===== src/rtl/rm_sched_pkg.sv =====
// ============================================================================
// Module      : rm_sched_pkg
// Description : Shared scheduler state encoding and RM op code map.
// Revision    : 1.0 - initial release
// ============================================================================
`default_nettype none

package rm_sched_pkg;

    typedef enum logic [2:0] {
        S_IDLE   = 3'd0,
        S_RECONF = 3'd1,
        S_SETTLE = 3'd2,
        S_EXEC   = 3'd3,
        S_RESP   = 3'd4
    } sched_state_e;

    localparam logic [4:0] OP_ADD = 5'd0;
    localparam logic [4:0] OP_DEC = 5'd1;
    localparam logic [4:0] OP_DIV = 5'd2;
    localparam logic [4:0] OP_INC = 5'd3;
    localparam logic [4:0] OP_MOD = 5'd4;
    localparam logic [4:0] OP_MUL = 5'd5;
    localparam logic [4:0] OP_MUX = 5'd6;
    localparam logic [4:0] OP_REG = 5'd7;
    localparam logic [4:0] OP_SHL = 5'd8;
    localparam logic [4:0] OP_SHR = 5'd9;
    localparam logic [4:0] OP_SUB = 5'd10;

    localparam int MAX_OP = 10;

    function automatic int max3(input int x, input int y, input int z);
        int m;
        m = (x > y) ? x : y;
        return (m > z) ? m : z;
    endfunction

endpackage

`default_nettype wire


===== src/rtl/sched_timer.sv =====
// ============================================================================
// Module      : sched_timer
// Description : Clearable up-counter with terminal-count flag; holds at term.
// Revision    : 1.0 - initial release
// ============================================================================
`default_nettype none

module sched_timer #(
    parameter int CNT_W = 4
) (
    input  logic             clk,
    input  logic             rst,
    input  logic             clr_i,
    input  logic             en_i,
    input  logic [CNT_W-1:0] term_i,
    output logic             tc_o
);

    logic [CNT_W-1:0] cnt_q;

    always_ff @(posedge clk) begin
        if (!rst) begin
            cnt_q <= '0;
        end else if (clr_i) begin
            cnt_q <= '0;
        end else if (en_i && !tc_o) begin
            cnt_q <= cnt_q + 1'b1;
        end
    end

    assign tc_o = (cnt_q == term_i);

endmodule

`default_nettype wire


===== src/rtl/rm_op_sched.sv =====
// ============================================================================
// Module      : rm_op_sched
// Description : Op scheduler for the reconfigurable arithmetic partition.
// Revision    : 1.0 - initial release
// ============================================================================
`default_nettype none

module rm_op_sched #(
    parameter int DATAWIDTH  = 8,
    parameter int OPW        = 5,
    parameter int MAX_OP     = rm_sched_pkg::MAX_OP,
    parameter int EXEC_LAT   = 2,
    parameter int RST_HOLD   = 4,
    parameter int PR_TIMEOUT = 1024
) (
    input  logic                 clk,
    input  logic                 rst,
    input  logic                 req_valid,
    output logic                 req_ready,
    input  logic [OPW-1:0]       req_op,
    input  logic [DATAWIDTH-1:0] req_a,
    input  logic [DATAWIDTH-1:0] req_b,
    output logic                 rsp_valid,
    input  logic                 rsp_ready,
    output logic [DATAWIDTH-1:0] rsp_data,
    output logic                 rsp_err,
    output logic                 pr_req,
    output logic [OPW-1:0]       pr_id,
    input  logic                 pr_done,
    input  logic                 pr_err,
    output logic                 decouple,
    output logic                 icap_reset,
    output logic [OPW-1:0]       dp_op_sel,
    output logic [DATAWIDTH-1:0] dp_a,
    output logic [DATAWIDTH-1:0] dp_b,
    input  logic [DATAWIDTH-1:0] dp_out,
    output logic [OPW-1:0]       cur_op,
    output logic                 cur_valid
);

    import rm_sched_pkg::*;

    localparam int             CNT_W     = $clog2(max3(PR_TIMEOUT, RST_HOLD, EXEC_LAT) + 1);
    localparam logic [CNT_W-1:0] T_PR    = CNT_W'(PR_TIMEOUT - 1);
    localparam logic [CNT_W-1:0] T_SETTLE = CNT_W'(RST_HOLD - 1);
    localparam logic [CNT_W-1:0] T_EXEC  = CNT_W'(EXEC_LAT - 1);
    localparam logic [OPW-1:0] MAX_OP_V  = OPW'(MAX_OP);

    sched_state_e          state_q, state_d;
    logic [OPW-1:0]        op_q, op_d;
    logic [DATAWIDTH-1:0]  a_q, a_d, b_q, b_d;
    logic [OPW-1:0]        cur_op_q, cur_op_d;
    logic                  cur_valid_q, cur_valid_d;
    logic [DATAWIDTH-1:0]  rsp_data_q, rsp_data_d;
    logic                  rsp_err_q, rsp_err_d;
    logic [OPW-1:0]        dp_op_q;
    logic [DATAWIDTH-1:0]  dp_a_q, dp_b_q;

    logic                  w_tc;
    logic                  w_tmr_en;
    logic [CNT_W-1:0]      w_term;

    always_ff @(posedge clk) begin
        if (!rst) begin
            state_q     <= S_IDLE;
            op_q        <= '0;
            a_q         <= '0;
            b_q         <= '0;
            cur_op_q    <= '0;
            cur_valid_q <= 1'b0;
            rsp_data_q  <= '0;
            rsp_err_q   <= 1'b0;
            dp_op_q     <= '0;
            dp_a_q      <= '0;
            dp_b_q      <= '0;
        end else begin
            state_q     <= state_d;
            op_q        <= op_d;
            a_q         <= a_d;
            b_q         <= b_d;
            cur_op_q    <= cur_op_d;
            cur_valid_q <= cur_valid_d;
            rsp_data_q  <= rsp_data_d;
            rsp_err_q   <= rsp_err_d;
            // Datapath is loaded on the edge into EXEC so it is valid from the first EXEC cycle
            if (state_d == S_EXEC) begin
                dp_op_q <= op_d;
                dp_a_q  <= a_d;
                dp_b_q  <= b_d;
            end
        end
    end

    always_comb begin
        state_d     = state_q;
        op_d        = op_q;
        a_d         = a_q;
        b_d         = b_q;
        cur_op_d    = cur_op_q;
        cur_valid_d = cur_valid_q;
        rsp_data_d  = rsp_data_q;
        rsp_err_d   = rsp_err_q;
        w_term      = '0;
        w_tmr_en    = 1'b0;
        req_ready   = 1'b0;
        rsp_valid   = 1'b0;
        pr_req      = 1'b0;
        decouple    = 1'b0;
        icap_reset  = 1'b0;
        case (state_q)
            S_IDLE: begin
                req_ready = 1'b1;
                if (req_valid) begin
                    op_d = req_op;
                    a_d  = req_a;
                    b_d  = req_b;
                    if (req_op > MAX_OP_V) begin
                        rsp_err_d  = 1'b1;
                        rsp_data_d = '0;
                        state_d    = S_RESP;
                    end else if (cur_valid_q && (req_op == cur_op_q)) begin
                        state_d = S_EXEC;
                    end else begin
                        state_d = S_RECONF;
                    end
                end
            end
            S_RECONF: begin
                pr_req     = 1'b1;
                decouple   = 1'b1;
                icap_reset = 1'b1;
                w_term     = T_PR;
                w_tmr_en   = 1'b1;
                // A coincident pr_done/pr_err is resolved as a failure
                if (pr_err || w_tc) begin
                    cur_valid_d = 1'b0;
                    rsp_err_d   = 1'b1;
                    rsp_data_d  = '0;
                    state_d     = S_RESP;
                end else if (pr_done) begin
                    cur_op_d    = op_q;
                    cur_valid_d = 1'b1;
                    state_d     = S_SETTLE;
                end
            end
            S_SETTLE: begin
                decouple   = 1'b1;
                icap_reset = 1'b1;
                w_term     = T_SETTLE;
                w_tmr_en   = 1'b1;
                if (w_tc) begin
                    state_d = S_EXEC;
                end
            end
            S_EXEC: begin
                w_term   = T_EXEC;
                w_tmr_en = 1'b1;
                if (w_tc) begin
                    rsp_data_d = dp_out;
                    rsp_err_d  = 1'b0;
                    state_d    = S_RESP;
                end
            end
            S_RESP: begin
                rsp_valid = 1'b1;
                if (rsp_ready) begin
                    state_d = S_IDLE;
                end
            end
            default: state_d = S_IDLE;
        endcase
    end

    sched_timer #(
        .CNT_W (CNT_W)
    ) u_timer (
        .clk    (clk),
        .rst    (rst),
        .clr_i  (state_d != state_q),
        .en_i   (w_tmr_en),
        .term_i (w_term),
        .tc_o   (w_tc)
    );

    assign pr_id     = op_q;
    assign rsp_data  = rsp_data_q;
    assign rsp_err   = rsp_err_q;
    assign dp_op_sel = dp_op_q;
    assign dp_a      = dp_a_q;
    assign dp_b      = dp_b_q;
    assign cur_op    = cur_op_q;
    assign cur_valid = cur_valid_q;

endmodule

`default_nettype wire


===== config.mk =====
export PLATFORM = sky130hd
export DESIGN_NAME = rm_op_sched
export DESIGN_NICKNAME = d
export VERILOG_FILES = /design/src/rtl/rm_sched_pkg.sv /design/src/rtl/sched_timer.sv /design/src/rtl/rm_op_sched.sv
export SDC_FILE = /design/constraint.sdc
export NUM_CORES = 1
export LEC_CHECK = 0
export ABC_CLOCK_PERIOD_IN_PS = 3800
export BUFFER_PORTS_ARGS = -buffer_cell sky130_fd_sc_hd__buf_2
export CORE_ASPECT_RATIO = 1.1
export CORE_MARGIN = 2
export CORE_UTILIZATION = 24
export CTS_BUF_LIST = sky130_fd_sc_hd__clkbuf_8
export CTS_CLUSTER_SIZE = 28
export DETAILED_ROUTE_END_ITERATION = 16
export SETUP_SLACK_MARGIN = 0.05
export SYNTH_ARGS = -nofsm -noshare
export SYNTH_HDL_FRONTEND = slang
export SYNTH_SLANG_ARGS = --single-unit

===== constraint.sdc =====
create_clock -name clk -period 3.8 [get_ports clk]
set_input_delay 0.57 -clock clk [delete_from_list [all_inputs] [get_ports clk]]
set_output_delay 0.57 -clock clk [all_outputs]
set_load 0.01 [all_outputs]

Word level (Yosys, flattened, before mapping):

Cells that the tools add are included.
Widths: inputs -> output; s select.

* register bits: 71
* input port bits: 35
* output and inout bits: 46

* add/subtract/negate cells: 1
* $lt $le $gt $ge: 1
* equal/unequal tests: 12
* mux-type cells: 33
* bitwise operators: 2
* reductions and logical operators: 13

Operator list (count)
* $mux 8: 8
* $pmux 10 s3: 1
* $pmux 8 s3: 1
* $mux 3: 7
* $pmux 3 s5: 1
* $add 11x1->11 const B: 1
* $eq 11x10->1: 1
* $mux 1: 11
* $mux 5: 2
* $eq 3x2->1 const B: 3
* $ne 2x2->1 const B: 3
* $eq 5x5->1: 1
* $gt 5x4->1 const B: 1
* $reduce_and 5->1: 1
* $reduce_or 2->1: 2
* $eq 3x1->1 const B: 1
* $eq 3x3->1 const B: 1
* $logic_not 3->1: 1
* $ne 3x3->1: 1
* $pmux 1 s3: 1
* $reduce_and 3->1: 1
* $reduce_bool 3->1: 1
* $reduce_or 3->1: 1
* $logic_and 1x1->1: 2
* other kinds (7): 8

Longest topological paths before layout:

* depth in word-level cells: 8
* depth in mapped cells: 10

Cells and area by module:

From an unflattened synthesis, not the netlist that was laid out.

* cell total of the unflattened synthesis: 355
* area, all modules: 3201.8 um2

Modules (own cells, without submodules)
* rm_op_sched: instances 1, cells each 278, area an instance 2556.2 um2, sequential area each 1201.2 um2
* sched_timer: instances 1, cells each 77, area an instance 645.6 um2, sequential area each 220.2 um2

Least setup slack after synthesis:

OpenSTA, ideal clock, no wires.

* path kind: register to register
* start point: register state_q[1]
* end point: register dp_a_q[0], in the netlist dp_a[0]
* setup time: 0.121 ns
* data arrival time: 1.972 ns
* data required time: 3.679 ns
* setup slack: 1.706 ns
* cell stages (with the launch flop): 9
* clock period less this slack: 2.094 ns
* cells stage by stage: dfxtp_1 -> buf_6 -> o21ba_2 -> a221oi_2 -> and3_1 -> a21oi_1 -> a22oi_4 -> buf_12 -> mux2_4

* word-level cells in the longest chain between the ends: 7

RTL lines
* start, declared: RTL line rm_op_sched.sv:49 `sched_state_e state_q, state_d;`
* start signal, assigned: RTL line rm_op_sched.sv:77 `state_q <= state_d;`
* $eq 3x2->1 / $eq 3x1->1 (equally long branches): RTL line rm_op_sched.sv:110 `case (state_q)`
* $pmux 10 s3: RTL line rm_op_sched.sv:110
* $eq 11x10->1: RTL line sched_timer.sv:31 `assign tc_o = (cnt_q == term_i);`
* $logic_or 1x1->1: RTL line rm_op_sched.sv:135 `if (pr_err || w_tc) begin`
* $mux 3: RTL line rm_op_sched.sv:135
* $pmux 3 s5: RTL line rm_op_sched.sv:110
* $eq 3x2->1: RTL line rm_op_sched.sv:86 `if (state_d == S_EXEC) begin`
* end signal, assigned: RTL line rm_op_sched.sv:74 `dp_a_q <= '0;`
* end signal, assigned: RTL line rm_op_sched.sv:88 `dp_a_q <= a_d;`
* end, declared: RTL line rm_op_sched.sv:57 `logic [DATAWIDTH-1:0] dp_a_q, dp_b_q;`

Parallel ways exist; a longest one is shown, timed or not.
A chain may end at the register's enable or synchronous reset.

Worst setup path in the final report:

* start point: register state_q[1]
* end point: register u_timer.cnt_q[0]

* word-level cells in the longest chain between the ends: 8

RTL lines
* $eq 3x2->1 / $eq 3x1->1 (equally long branches): RTL line rm_op_sched.sv:110
* $pmux 10 s3: RTL line rm_op_sched.sv:110
* $eq 11x10->1: RTL line sched_timer.sv:31
* $logic_or 1x1->1: RTL line rm_op_sched.sv:135
* $mux 3: RTL line rm_op_sched.sv:135
* $pmux 3 s5: RTL line rm_op_sched.sv:110
* $ne 3x3->1: RTL line rm_op_sched.sv:179 `.clr_i (state_d != state_q),`
* $reduce_or 2->1 (no source line)
* end signal, assigned: RTL line sched_timer.sv:27 `cnt_q <= cnt_q + 1'b1;`
* end, declared: RTL line sched_timer.sv:19 `logic [CNT_W-1:0] cnt_q;`

Parallel ways exist; a longest one is shown, timed or not.

==> metrics.txt <==
number of H-tree levels 3; initial cell density of the core 24.6%; initial antenna violation count 1; leading area contributor after synthesis dfxtp_1; Yosys top cell area share about two fifths; result of the run finished clean; Crit. End Element flip-flop; CTS tree done; Crit path arrival time just over 3 ns; vias per inst 4.49; Final Hold Fails 0; Reg2Reg Depth 7; met2 wire length 4240 µm; grt total ovfl 0; critical path class reg2reg; DR top layer met5; post-route ant nets 0; Unique masters post-synth 54; Tcrit/Tclk final between 70% and 80%; worst vdd ir about 0.22 mV; ranking of synthesized cells by area dfxtp_1, mux2_4, nand2_1; die extent in y ~130 µm; Mean Syn Cell Area 9.41 µm²; Routed WL 8640 µm; number of synthesized flops with an enable pin 0; RSZ-0062 raised after global routing false; R2R setup slack between 1 and 1.5 ns; Tmin final approximately 2.8 ns; max_cap viols 0; relative slew slack 44.1%; n_diodes 0; Clock Path Buffers 2; TNS Setup 0 ns; Pwr Density 379 nW/µm²; CP Max Fanout 19; type of origin of the critical path flip-flop; post-CTS sizing 0; Max Freq 0.363 GHz; most frequent cells in the layout buf_2, dfxtp_1, nand2_1; core region area 13800 µm²; TritonCTS Sinks 71; Synth Cell Area 3400 µm²; via count 2806; dpl ws between 1 and 1.5 ns; final setup fails 0; syn_nets 397; Clock transition at path regs about 0.08 ns; routed len/inst approximately 14 µm; CP startpoint state_q[1]; die area 15100 µm²; CP required 4.07 ns; Root Buffer clkbuf_8; final-layout fill cell count around 1500; io pins 81; area grow syn2layout 20.8%; Non-Filler Instances 625; Hold WS 0.467 ns; Placer Congestion 0.928; Final Total Pwr ~0.0016 W; DR DRC count 0; TritonCTS buffer count 9; worst r2r dst u_timer.cnt_q[0]; fin nets between 400 and 500; layout cell share with drive strength beyond 1 32.7%; most common cell after layout, fill and taps aside buf_2; DR WL met3 695 µm; Post-Syn Instances about 360; drt first pass iters 4; Top FF cell, synth dfxtp_1; Worst-Margin Slew 0.839 ns; Clock Latency Late Sink 0.35 ns; CP endpoint u_timer.cnt_q[0]; Setup WS post-layout 1.05 ns; largest net degree at the start of global routing 66; cell count after placement 609; FFs w/ async S/R, synth 0%; initial drt markers 143; GRT Total Usage 11.8%; Synth warnings 0; clk_skew about 0.0086 ns; Seq cells post-synth 71; DPL Wire Length 6210 µm; Met1 Wirelength 3630 µm; die width 117 µm; first-pass GRT wire length 14100 µm; hold_buf cts 0; worst min path class reg2reg; Seq/Total Area, Yosys between 40% and 50%; vias in the first global route 2756; Placement Rows 45; Leak 1.63 nW; FF-to-FF Start state_q[1]; setup bufs post-CTS 0; Max Slew Vio Count 0; port bufs 80
-- through the flow --
stage	util (%)	instance area [µm²]
after CTS	29.8	4110
after global placement	28.3	3900
after detailed placement	28.3	3900
final	29.8	4110
after floorplan	-	3400
after global routing	29.8	4110
-- synth_stat cells (all sizes together) (2+ instances only) --
cell type / instances
dfxtp: 71
a211o: 2
buf: 10
and2: 24
o21ai: 16
clkbuf: 14
nand2b: 9
a21boi: 34
nand3: 18
and3: 3
nand2: 55
xnor2: 8
or3: 2
inv: 5
a21o: 2
nor2: 12
nor3: 8
mux2: 21
nand4: 4
a211oi: 9
a21oi: 13
nor4: 2
-- metal layers --
layer / vias up / GRT usage, %
met2: 93 / 19.9
met1: 1311 / 13.8
met4: 2 / 3.83
li1: 1391 / -
met5: - / 0
met3: 9 / 4.61
-- logic make-up (layout without fill, tap and decap cells) --
group / Yosys count / in the layout / share of synthesized area [%]
AOI/OAI and AO/OA: 88 / 88 / 19.7
xor gates and xnor gates: 8 / 8 / 2.06
adders and majority gates: 1 / 1 / 0.368
buffers and inverters: 29 / 105 / 5.34
DFF: 71 / 71 / 41.8
muxes: 21 / 21 / 9.17
and+or+nand+nor: 143 / 143 / 21.5
-- worst min path at each step --
| stage | startpoint | endpoint | slack, ns | cells past startpoint |
|---|---|---|---|---|
| 2_1_floorplan | b_q[0] | b_q[0] | 0.45 | 2 |
| 3_3_place_gp | rsp_data[3] | rsp_data[3] | 0.45 | 2 |
| 3_5_place_dp | rsp_data[3] | rsp_data[3] | 0.46 | 2 |
| 4_1_cts | dp_out[1] | rsp_data[1] | 0.45 | 3 |
| 5_1_grt | dp_out[1] | rsp_data[1] | 0.45 | 3 |
| 6_report | rsp_data[7] | rsp_data[7] | 0.47 | 2 |
-- critical path: stages (launching register included) --
cell and delay, ns:
dfxtp_1 0.69, o21ba_2 0.29, a221oi_2 0.07, buf_4 0.19
and2_1 0.17, o221a_4 0.36, a2111o_1 0.61, a211oi_1 0.29
-- cell type report --
| class | instances | area, µm² | share of cell area, % |
|---|---|---|---|
| multi-input combinational | 261 | 1800 | 43.7 |
| sequential | 71 | 1420 | 34.6 |
| timing repair buffer | 84 | 430 | 10.5 |
| tap | 188 | 235 | 5.73 |
| clock buffer | 9 | 124 | 3.02 |
| clock inverter | 7 | 80.1 | 1.95 |
| inverter | 5 | 18.8 | 0.457 |
-- report_power, final --
group          internal, W  total, W  switching (W)
Sequential        0.000763  0.000775      0.0000122
Combinational    0.0000586  0.000154      0.0000953
Clock             0.000312  0.000626       0.000314
Total              0.00113   0.00155       0.000421
-- flip-flops by register name (all words and copies together), names as in the netlist, 5 cells and up --
| signal | count |
|---|---|
| dp_a | 8 |
| pr_id | 5 |
| rsp_data | 8 |
| dp_b | 8 |
| u_timer.cnt_q | 11 |
| dp_op_sel | 5 |
| b_q | 8 |
| cur_op | 5 |
| a_q | 8 |
No activity file was read; power rests on OpenSTA's default activity.
